## config.mk

```make
export PLATFORM = sky130hd
export DESIGN_NAME = jtag_dr_sync
export DESIGN_NICKNAME = d
export VERILOG_FILES = /design/src/rtl/jtag_dr_sync.sv
export SDC_FILE = /design/constraint.sdc
export NUM_CORES = 1
export LEC_CHECK = 0
export CAP_MARGIN = 20
export CORE_MARGIN = 2
export CORE_UTILIZATION = 46
export DETAILED_ROUTE_END_ITERATION = 16
export GPL_ROUTABILITY_DRIVEN = 0
export GPL_TIMING_DRIVEN = 0
export PLACE_DENSITY = 0.84
export SETUP_SLACK_MARGIN = 0.1
export SLEW_MARGIN = 10
export SYNTH_ARGS = -nofsm -noshare
export SYNTH_HDL_FRONTEND = slang
export SYNTH_SLANG_ARGS = --single-unit
```

## constraint.sdc

```tcl
create_clock -name clk_i -period 1.4 [get_ports clk_i]
set_clock_uncertainty 0.1 [all_clocks]
set_input_delay 0.14 -clock clk_i [delete_from_list [all_inputs] [get_ports clk_i]]
set_output_delay 0.14 -clock clk_i [all_outputs]
set_load 0.02 [all_outputs]
```

## src/rtl/jtag_dr_sync.sv

```systemverilog
// USER data-register bridge: oversamples the TAP signals on clk_i and turns a
// captured/shifted/updated 11-bit DR {data, addr} into host write pulses.
module jtag_dr_sync #(
    parameter int unsigned SYNC_STAGES = 2,
    parameter int unsigned DR_LEN      = 11
) (
    input  logic       clk_i,
    input  logic       rst_i,
    input  logic       jtag_tck,
    input  logic       jtag_tdi,
    input  logic       jtag_capture,
    input  logic       jtag_shift,
    input  logic       jtag_update,
    input  logic       jtag_reset,
    output logic       jtag_tdo,
    input  logic [7:0] reg_q,
    input  logic [2:0] reg_addr_q,
    output logic [7:0] reg_d,
    output logic [2:0] reg_addr_d,
    output logic       reg_update,
    output logic       reg_len_err
);

    localparam logic [3:0] LenOk  = 4'(DR_LEN);
    localparam logic [3:0] CntMax = 4'd15;

    typedef enum logic [1:0] {StIdle, StShifting, StDone} state_e;

    // Bit order in each stage: {jrst, upd, sh, cap, tdi, tck}
    logic [5:0] sync_q [SYNC_STAGES];
    logic       tck_s, tdi_s, cap_s, sh_s, upd_s, jrst_s;
    logic       tck_s_d, upd_s_d;
    logic       tck_rise, upd_rise, capture_act;
    logic [10:0] shreg;
    logic [3:0]  cnt;
    state_e      state;

    assign tck_s  = sync_q[SYNC_STAGES-1][0];
    assign tdi_s  = sync_q[SYNC_STAGES-1][1];
    assign cap_s  = sync_q[SYNC_STAGES-1][2];
    assign sh_s   = sync_q[SYNC_STAGES-1][3];
    assign upd_s  = sync_q[SYNC_STAGES-1][4];
    assign jrst_s = sync_q[SYNC_STAGES-1][5];

    assign tck_rise    = tck_s & ~tck_s_d;
    assign upd_rise    = upd_s & ~upd_s_d;
    assign capture_act = tck_rise & ~jrst_s & cap_s;

    always_ff @(posedge clk_i) begin
        if (rst_i) begin
            for (int i = 0; i < int'(SYNC_STAGES); i++) sync_q[i] <= '0;
            tck_s_d <= 1'b0;
            upd_s_d <= 1'b0;
        end else begin
            sync_q[0] <= {jtag_reset, jtag_update, jtag_shift, jtag_capture, jtag_tdi, jtag_tck};
            for (int i = 1; i < int'(SYNC_STAGES); i++) sync_q[i] <= sync_q[i-1];
            tck_s_d <= tck_s;
            upd_s_d <= upd_s;
        end
    end

    always_ff @(posedge clk_i) begin
        if (rst_i) begin
            shreg    <= '0;
            cnt      <= '0;
            jtag_tdo <= 1'b0;
        end else begin
            jtag_tdo <= shreg[0];
            if (tck_rise) begin
                if (jrst_s) begin
                    shreg <= '0;
                    cnt   <= '0;
                end else if (cap_s) begin
                    shreg <= {reg_q, reg_addr_q};
                    cnt   <= '0;
                end else if (sh_s) begin
                    shreg <= {tdi_s, shreg[10:1]};
                    if (cnt != CntMax) cnt <= cnt + 4'd1;
                end
            end
        end
    end

    // jtag_reset forces IDLE at any level so a coincident update is dropped.
    always_ff @(posedge clk_i) begin
        if (rst_i) begin
            state       <= StIdle;
            reg_d       <= '0;
            reg_addr_d  <= '0;
            reg_update  <= 1'b0;
            reg_len_err <= 1'b0;
        end else begin
            reg_update  <= 1'b0;
            reg_len_err <= 1'b0;
            if (jrst_s) begin
                state <= StIdle;
            end else begin
                unique case (state)
                    StIdle: begin
                        if (capture_act) state <= StShifting;
                    end
                    StShifting: begin
                        if (!capture_act && upd_rise) state <= StDone;
                    end
                    StDone: begin
                        state <= StIdle;
                        if (cnt == LenOk) begin
                            reg_d      <= shreg[10:3];
                            reg_addr_d <= shreg[2:0];
                            reg_update <= 1'b1;
                        end else begin
                            reg_len_err <= 1'b1;
                        end
                    end
                    default: state <= StIdle;
                endcase
            end
        end
    end

endmodule

```

==> results of run 1 <==
[area by class of cell]
cell class,count,area (sq um),area share
sequential,45,913,0.362
inverter,3,11.3,0.00446
clock inverter,1,8.76,0.00347
tap,50,62.6,0.0248
buffer,18,134,0.0530
clock buffer,6,72.6,0.0287
timing repair buffer,40,377,0.149
multi-input combinational,129,947,0.375
[path summary, 6_finish.rpt]
path	startpoint	end	slack, ns	cells after the start
max	sync_q[0][11]	reg_d[5]	-0.03	5
min	rst_i	sync_q[0][8]	0.13	2
max reg2reg	sync_q[0][11]	reg_d[5]	-0.03	5
min reg2reg	sync_q[0][0]	sync_q[0][6]	0.35	1
[power groups by stage]
stage	Combinational, mW	Clock (mW)	Sequential (mW)
2_1_floorplan	0.109	0	1.33
3_3_place_gp	0.182	0	1.34
3_5_place_dp	0.183	0	1.34
4_1_cts	0.203	0.787	1.30
5_1_grt	0.248	0.842	1.31
6_report	0.230	0.771	1.30
[Yosys cell counts (2+ instances only)]
master,number,area share
buf_2,6,0.016
nand3b_1,2,0.0080
clkbuf_1,7,0.014
nand2b_1,5,0.017
nor2b_1,16,0.053
dfxtp_1,45,0.48
nor4_1,2,0.0067
buf_6,5,0.030
o21ai_0,12,0.032
nand4_1,12,0.040
a21oi_1,22,0.059
o21ai_1,10,0.027
inv_1,3,0.0060
a31oi_1,2,0.0067
and3_1,2,0.0067
nor3_1,3,0.0080
mux2_2,11,0.066
nand3_1,11,0.029
a211oi_1,2,0.0080
[cells by family (layout without fill, tap and decap cells)]
| group | after synthesis | after routing | share of synthesized area |
|---|---|---|---|
| adders and majority gates | 1 | 1 | 0.00668 |
| muxes | 11 | 11 | 0.0662 |
| DFF | 45 | 45 | 0.481 |
| AOI/OAI and AO/OA | 54 | 54 | 0.162 |
| buffers and inverters | 21 | 68 | 0.0662 |
| and+or+nand+nor | 63 | 63 | 0.217 |
[worst max-delay path: cells and delay by family, from the launching register on]
| family | cells | cell delay [ns] |
|---|---|---|
| buffers and inverters | 2 | 0.28 |
| AO/OA/AOI/OAI | 2 | 0.18 |
| flip-flops | 1 | 0.32 |
| AND/OR/NAND/NOR | 1 | 0.40 |
[flip-flops by register name (all words and copies together) (netlist names)]
name         flops
reg_update       1
jtag_tdo         1
state            2
reg_d            8
tck_s_d          1
cnt              4
shreg           11
reg_len_err      1
upd_s_d          1
sync_q          12
reg_addr_d       3
[timing repair]
| item | CTS | global route |
|---|---|---|
| resized for setup | 37 | 20 |
| pin swaps | 11 | 13 |
| endpoints found under the setup margin | 42 | 29 |
| setup buffers | 4 | 4 |
| gates cloned | 2 | 0 |
[routing by layer]
layer	share of wire	vias up	GRT usage
met2	0.48	45	0.321
met3	0.056	12	0.0750
met5	0	-	0
met1	0.44	763	0.255
met4	0.022	0	0.0900
li1	-	801	-
==> results.toml, run 1 <==
[grt]
first_global_vias = 1502
grtUsageTotal = 0.206
overflow = 0
grt_max_degree = 14
antenna_found_initial = 0
grt_pass1_wl_mm = 6.95

[synth]
ys_warn_count = 0
synth_cell_type_count = 36
syn_area_per_cell_sq_um = 9.60
synth_nets = 215
synth_edf_count = 0
synth_area_sq_um = 1870
synth-async-reset-ratio = 0
synthCells = 195
synth_top_flop_cell = "dfxtp_1"
yosysSeqAreaShare = 0.481
ys_ff_latch = 45

[power_and_ir_drop]
p_leak_nw = 0.941
worst_ir_drop_vdd_mv = 0.524
p_clk_frac = 0.334
power_mw = 2.30
p_sw_frac = 0.234
sequentialPowerShare = 0.566
switching_power_mw = 0.539
power.internal_mw = 1.77
power_density_nw_per_um2 = 912
pwr-share-comb = 0.100

[routing]
first_pass_iters = 4
dr_total_vias = 1621
viasPerCell = 5.55
drt_iter0_drc = 65
wire_per_inst_microns = 15.2
ant_nets = 0
routed_wl_mm = 4.45
drc_errors = 0

[sta]
fin_crit_ns = 1.43
rsz0062_at_grt = "yes"
hold_ws_ns = 0.131
hold_viol = 0
slew_headroom = 0.645
fmax_mhz = 700
finalCritPeriodShare = 1.02
setup_ws_ns = -0.0279
setup_tns_ns = -0.129
setup_viol = 8
worst_slew_pin_slew_ns = 0.532
drv_slew = 0

[final_layout]
nets = 262
syn_to_final_growth_pct = 35.0
fill_cells = 319
insertedDiodeCount = 0
drive_gt1_frac = 0.264
final_util = 0.636
final_area_sq_um = 2530
final_cell_count_no_fill = 292
final_cell_mix = "dfxtp_1 (39), a21oi_1 (20), clkdlybuf4s50_1 (17)"
layout_commonest_cell = "dfxtp_1"

[setup_path]
cp-start-kind = "flip-flop"
cp_slowest_cell = "or3b_4"
cp_max_fo = 8
end_kind = "flip-flop"
worstPathRequired_ns = 1.47
path_cells = "buf_6, or3b_4, buf_6, o21ai_4, a21oi_2"
path_class = "flip-flop to flip-flop"
cpPeakStageDelay_ns = 0.40
crit_top_cell = "buf_6"
cp.arrival_ns = 1.49

[floorplan]
start_util = 0.471
row_count = 23
fp.dieW_microns = 67.8
die_area_sq_um = 4600
dieHeight_microns = 67.8
num_io_pins = 33
fp.coreArea_sq_um = 3970

[clock_tree]
cts_hold_buf = 0
clk_pin_slew_worst_paths_ns = 0.08
clk_latency_ns = 0.30
cts_max_level = 2
cts_made_buffers = 5
clock_sinks = 45
cts_tree = "done"
clock-root-buffer = "clkbuf_8"
clockBufferDepth = 2

[job]
cap_viol_max_count = 0

[status]
violations = "setup timing"
outcome = "complete, but fails checks"

[min_path]
hold_class = "input port to flip-flop"

[placed_design]
io_buffers = 31
dp_hpwl_mm = 2.86
post_dp_cell_area_sq_um = 2250
place_inst = 276
preCtsSetupSlack_ns = -0.0516
Note: power is estimated with default switching activity, not from simulation.
==> run 2: changes to the inputs <==
CORE_UTILIZATION = 30   (was 46)
PLACE_DENSITY = 0.62   (was 0.84)
clock period = 1.17 ns   (was 1.4 ns; I/O delays follow)
==> results.toml, run 2 (synthesized netlist as in run 1, its figures left out) <==
[min_path]
hp-start = "rst_i"
hold_class = "input port to flip-flop"
min_to = "sync_q[0][9]"
hold_depth = 2

[grt]
overflow = 0
grtUsageTotal = 0.132
grt_max_degree = 15
grt_pass1_wl_mm = 7.40
first_global_vias = 1509
antenna_found_initial = 0

[setup_path]
worstPathRequired_ns = 1.24
timing.rr.start = "sync_q[0][11]"
end_kind = "flip-flop"
cp.arrival_ns = 1.49
r2r-end = "reg_d[5]"
rrSetupSlack_ns = -0.24
cp-start-kind = "flip-flop"
path_class = "flip-flop to flip-flop"
cp_max_fo = 10
rr_worst_depth = 5

[power_and_ir_drop]
power_density_nw_per_um2 = 1220
power_mw = 3.08
worst_ir_drop_vdd_mv = 0.455
p_leak_nw = 0.939

[floorplan]
fp.dieW_microns = 83.0
dieHeight_microns = 83.0
fp.coreArea_sq_um = 5990
num_io_pins = 33
row_count = 28
die_area_sq_um = 6890
start_util = 0.312

[final_layout]
regArea_sq_um = 910
largest_register_ffs = 12
nets = 266
syn_to_final_growth_pct = 35.2
reg_top3 = "sync_q (12), shreg (11), reg_d (8)"
final_cell_count_no_fill = 322
drive_gt1_frac = 0.324
final_area_sq_um = 2530
regMostFlops = "sync_q"
fill_cells = 578
multiInputGateArea_sq_um = 902
insertedDiodeCount = 0
layout_commonest_cell = "dfxtp_1"
final_cell_mix = "dfxtp_1 (40), a21oi_1 (22), clkdlybuf4s50_1 (17)"

[sta]
setup_ws_ns = -0.245
finalCritPeriodShare = 1.21
worst_slew_pin_slew_ns = 0.571
slew_headroom = 0.619
fmax_mhz = 707
fin_crit_ns = 1.41
rsz0062_at_grt = "yes"
drv_slew = 0
hold_viol = 0
setup_viol = 29

[routing]
wire_per_inst_microns = 14.2
dr_total_vias = 1574
ant_nets = 0
viasPerCell = 4.89
drc_errors = 0
drt_iter0_drc = 96
routed_wl_mm = 4.57
first_pass_iters = 4

[clock_tree]
clock_sinks = 45
cts_max_level = 2
clockBufferDepth = 2
cts_made_buffers = 5
cts_tree = "done"
clk_latency_ns = 0.30
cts_hold_buf = 0
clk_pin_slew_worst_paths_ns = 0.09
clock-root-buffer = "clkbuf_8"

[job]
cap_viol_max_count = 0

[placed_design]
post_dp_cell_area_sq_um = 2310
place_inst = 301
io_buffers = 31
dp_hpwl_mm = 2.96

[status]
violations = "setup timing"
outcome = "complete, but fails checks"
## run 2: changes by cell type in the layout (fill, tap and decap cells not counted), moves of 2 or more
cell / change
dlygate4sd2_1: -13
buf_2: +10
buf_6: -2
buf_4: +9
a21oi_2: -2
mux2_2: +2
clkbuf_2: +2
a21oi_1: +2
o21ai_1: +2
clkbuf_1: -2
mux2_4: -2
## run 2: critical path: stages, from the launching register on
cell and delay [ns]:
dfxtp_1 0.31, buf_6 0.13, or3b_4 0.39, buf_6 0.16, o21ai_1 0.11, a21oi_1 0.08
## run 2: what timing repair did
action | CTS | global route
setup endpoints to repair | 44 | 33
cloned | 1 | 0
pin swaps | 5 | 6
resized for setup | 71 | 13
buffers inserted | 9 | 3
## run 2: metal layers
| metal | global-route usage | part of all wire | up-vias |
|---|---|---|---|
| met5 | 0 | 0 | - |
| met2 | 0.189 | 0.44 | 38 |
| met1 | 0.191 | 0.52 | 729 |
| li1 | - | - | 805 |
| met3 | 0.0308 | 0.042 | 2 |
| met4 | 0.0492 | 0.0048 | 0 |
## run 2: final cells by class
type | instances | share of cell area
Inverter | 3 | 0.00445
Buffer | 18 | 0.0559
Clock buffer | 6 | 0.0326
Sequential cell | 45 | 0.360
Tap cell | 75 | 0.0371
Clock inverter | 2 | 0.0148
Timing Repair Buffer | 44 | 0.139
Multi-Input combinational cell | 129 | 0.357
## run 2: power breakdown
part           internal [mW]  total (mW)  switching [mW]
clock network          0.695        1.24           0.547
registers               1.55        1.56         0.00926
logic                  0.151       0.279           0.128
total                   2.40        3.08           0.684
## run 2: through the flow
step / util / setup TNS (ns) / hold WS (ns) / setup WS, ns
2_1_floorplan: - / -3.18 / 0.145 / -0.161
3_3_place_gp: 0.386 / -6.04 / 0.320 / -0.220
3_5_place_dp: 0.386 / -6.46 / 0.324 / -0.244
4_1_cts: 0.414 / -5.44 / 0.108 / -0.228
5_1_grt: 0.422 / -7.30 / 0.138 / -0.314
6_report: 0.422 / -5.58 / 0.0975 / -0.245
## run 2: worst max path at each step
stage                              from            end  slack, ns  cells after the start
final                     sync_q[0][11]       reg_d[5]      -0.24                      5
after global routing      sync_q[0][11]       reg_d[3]      -0.31                      5
after CTS                 sync_q[0][11]       reg_d[5]      -0.23                      5
after detailed placement          rst_i         cnt[1]      -0.24                      3
after global placement     sync_q[0][8]       shreg[0]      -0.22                      5
after floorplan           sync_q[0][11]  reg_addr_d[2]      -0.16                      5
==> run 3: changes to the inputs <==
CORE_ASPECT_RATIO = 0.75   (was unset)
==> results.toml, run 3 (synthesized netlist as in run 1, its figures left out) <==
[status]
outcome = "complete, but fails checks"
violations = "setup timing"

[sta]
drv_slew = 0
setup_viol = 29
hold_ws_ns = 0.118
worst_slew_pin_slew_ns = 0.491
slew_headroom = 0.672
finalCritPeriodShare = 1.22
hold_viol = 0
rsz0062_at_grt = "yes"
fmax_mhz = 699
setup_ws_ns = -0.261
fin_crit_ns = 1.43
setup_tns_ns = -5.82

[setup_path]
cp.arrival_ns = 1.51
r2r-end = "reg_d[6]"
rrSetupSlack_ns = -0.26
cp_max_fo = 10
crit_end = "reg_d[6]"
timing.rr.start = "sync_q[0][11]"
startpoint = "sync_q[0][11]"
worstPathRequired_ns = 1.25
end_kind = "flip-flop"
cp-start-kind = "flip-flop"
rr_worst_depth = 5
path_class = "flip-flop to flip-flop"

[power_and_ir_drop]
sequentialPowerShare = 0.508
power.internal_mw = 2.40
switching_power_mw = 0.673
pwr-share-comb = 0.092
p_clk_frac = 0.400
p_sw_frac = 0.219
power_density_nw_per_um2 = 1190
p_leak_nw = 0.948
worst_ir_drop_vdd_mv = 0.538

[clock_tree]
clk_pin_slew_worst_paths_ns = 0.09
cts_tree = "done"
clock-root-buffer = "clkbuf_8"
clockBufferDepth = 2
cts_hold_buf = 0
cts_max_level = 2
clock_sinks = 45
cts_made_buffers = 5
clk_latency_ns = 0.30

[final_layout]
reg_top3 = "sync_q (12), shreg (11), reg_d (8)"
drive_gt1_frac = 0.328
final_area_sq_um = 2570
final_cell_mix = "dfxtp_1 (40), a21oi_1 (22), clkdlybuf4s50_1 (17)"
insertedDiodeCount = 0
fill_cells = 584
largest_register_ffs = 12
layout_commonest_cell = "dfxtp_1"
nets = 266
regMostFlops = "sync_q"
final_cell_count_no_fill = 325
syn_to_final_growth_pct = 37.5

[routing]
viasPerCell = 4.90
dr_total_vias = 1593
routed_wl_mm = 4.66
ant_nets = 0
drc_errors = 0
wire_per_inst_microns = 14.3
drt_iter0_drc = 129
first_pass_iters = 4

[floorplan]
fp.coreArea_sq_um = 5920
num_io_pins = 33
fp.dieW_microns = 95.2
start_util = 0.316
dieHeight_microns = 72.4
die_area_sq_um = 6890
row_count = 24

[grt]
overflow = 0
first_global_vias = 1450
antenna_found_initial = 0
grt_pass1_wl_mm = 7.16
grtUsageTotal = 0.138
grt_max_degree = 15

[placed_design]
place_inst = 304
dp_hpwl_mm = 2.93
io_buffers = 31
preCtsSetupSlack_ns = -0.243
post_dp_cell_area_sq_um = 2310

[min_path]
hold_class = "input port to flip-flop"

[job]
cap_viol_max_count = 0
==> run 3: cell types whose count changed in the layout (fill, tap and decap cells not counted), sizes merged <==
| cell | before | now |
|---|---|---|
| buf | 38 | 37 |
| clkbuf | 13 | 14 |
==> run 3: area by class of cell <==
cell class / instances / area (sq um) / share of cell area
plain buffers: 18 / 146 / 0.0569
clock inverters: 2 / 37.5 / 0.0146
inverters: 3 / 11.3 / 0.00438
flip-flops and latches: 45 / 910 / 0.353
multi-input cells: 129 / 911 / 0.354
clock buffers: 6 / 82.6 / 0.0321
repair buffers: 44 / 378 / 0.147
well taps: 78 / 97.6 / 0.0379
==> run 3: critical path, cell delays in order, from the launching register on <==
cell	delay (ns)
dfxtp_2	0.32
buf_6	0.13
or3b_4	0.39
buf_8	0.16
o21ai_1	0.13
a21oi_1	0.08
==> run 3: how the worst min path moves through the flow <==
stage / start / endpoint / slack, ns / cells past startpoint
2_1_floorplan: jtag_tck / sync_q[0][0] / 0.15 / 1
3_3_place_gp: sync_q[0][0] / sync_q[0][6] / 0.32 / 1
3_5_place_dp: sync_q[0][0] / sync_q[0][6] / 0.32 / 1
4_1_cts: rst_i / sync_q[0][6] / 0.13 / 2
5_1_grt: rst_i / sync_q[0][4] / 0.16 / 2
6_report: rst_i / sync_q[0][6] / 0.12 / 2
==> run 3: routing by layer <==
metal / GRT usage / wire length (microns)
met1: 0.204 / 2320
met2: 0.188 / 2040
met3: 0.0343 / 227
met4: 0.0580 / 74
met5: 0 / 0
==> run 3: timing repair <==
action / CTS / global route
pin swaps: 7 / 7
cloned: 1 / 1
endpoints found under the setup margin: 44 / 33
setup buffers: 6 / 5
resized for setup: 69 / 22
==> run 3: power groups by stage <==
| stage | sequential [mW] | clock [mW] | combinational (mW) |
|---|---|---|---|
| 6_report | 1.56 | 1.23 | 0.282 |
| 5_1_grt | 1.56 | 1.32 | 0.304 |
| 4_1_cts | 1.56 | 1.26 | 0.251 |
| 3_5_place_dp | 1.60 | 0 | 0.225 |
| 3_3_place_gp | 1.60 | 0 | 0.224 |
| 2_1_floorplan | 1.60 | 0 | 0.132 |
==> run 3: through the flow <==
stage	utilization	power [mW]
floorplan	-	1.73
global placement	0.391	1.82
detailed placement	0.391	1.82
CTS	0.414	3.07
global route	0.435	3.19
finish	0.435	3.07
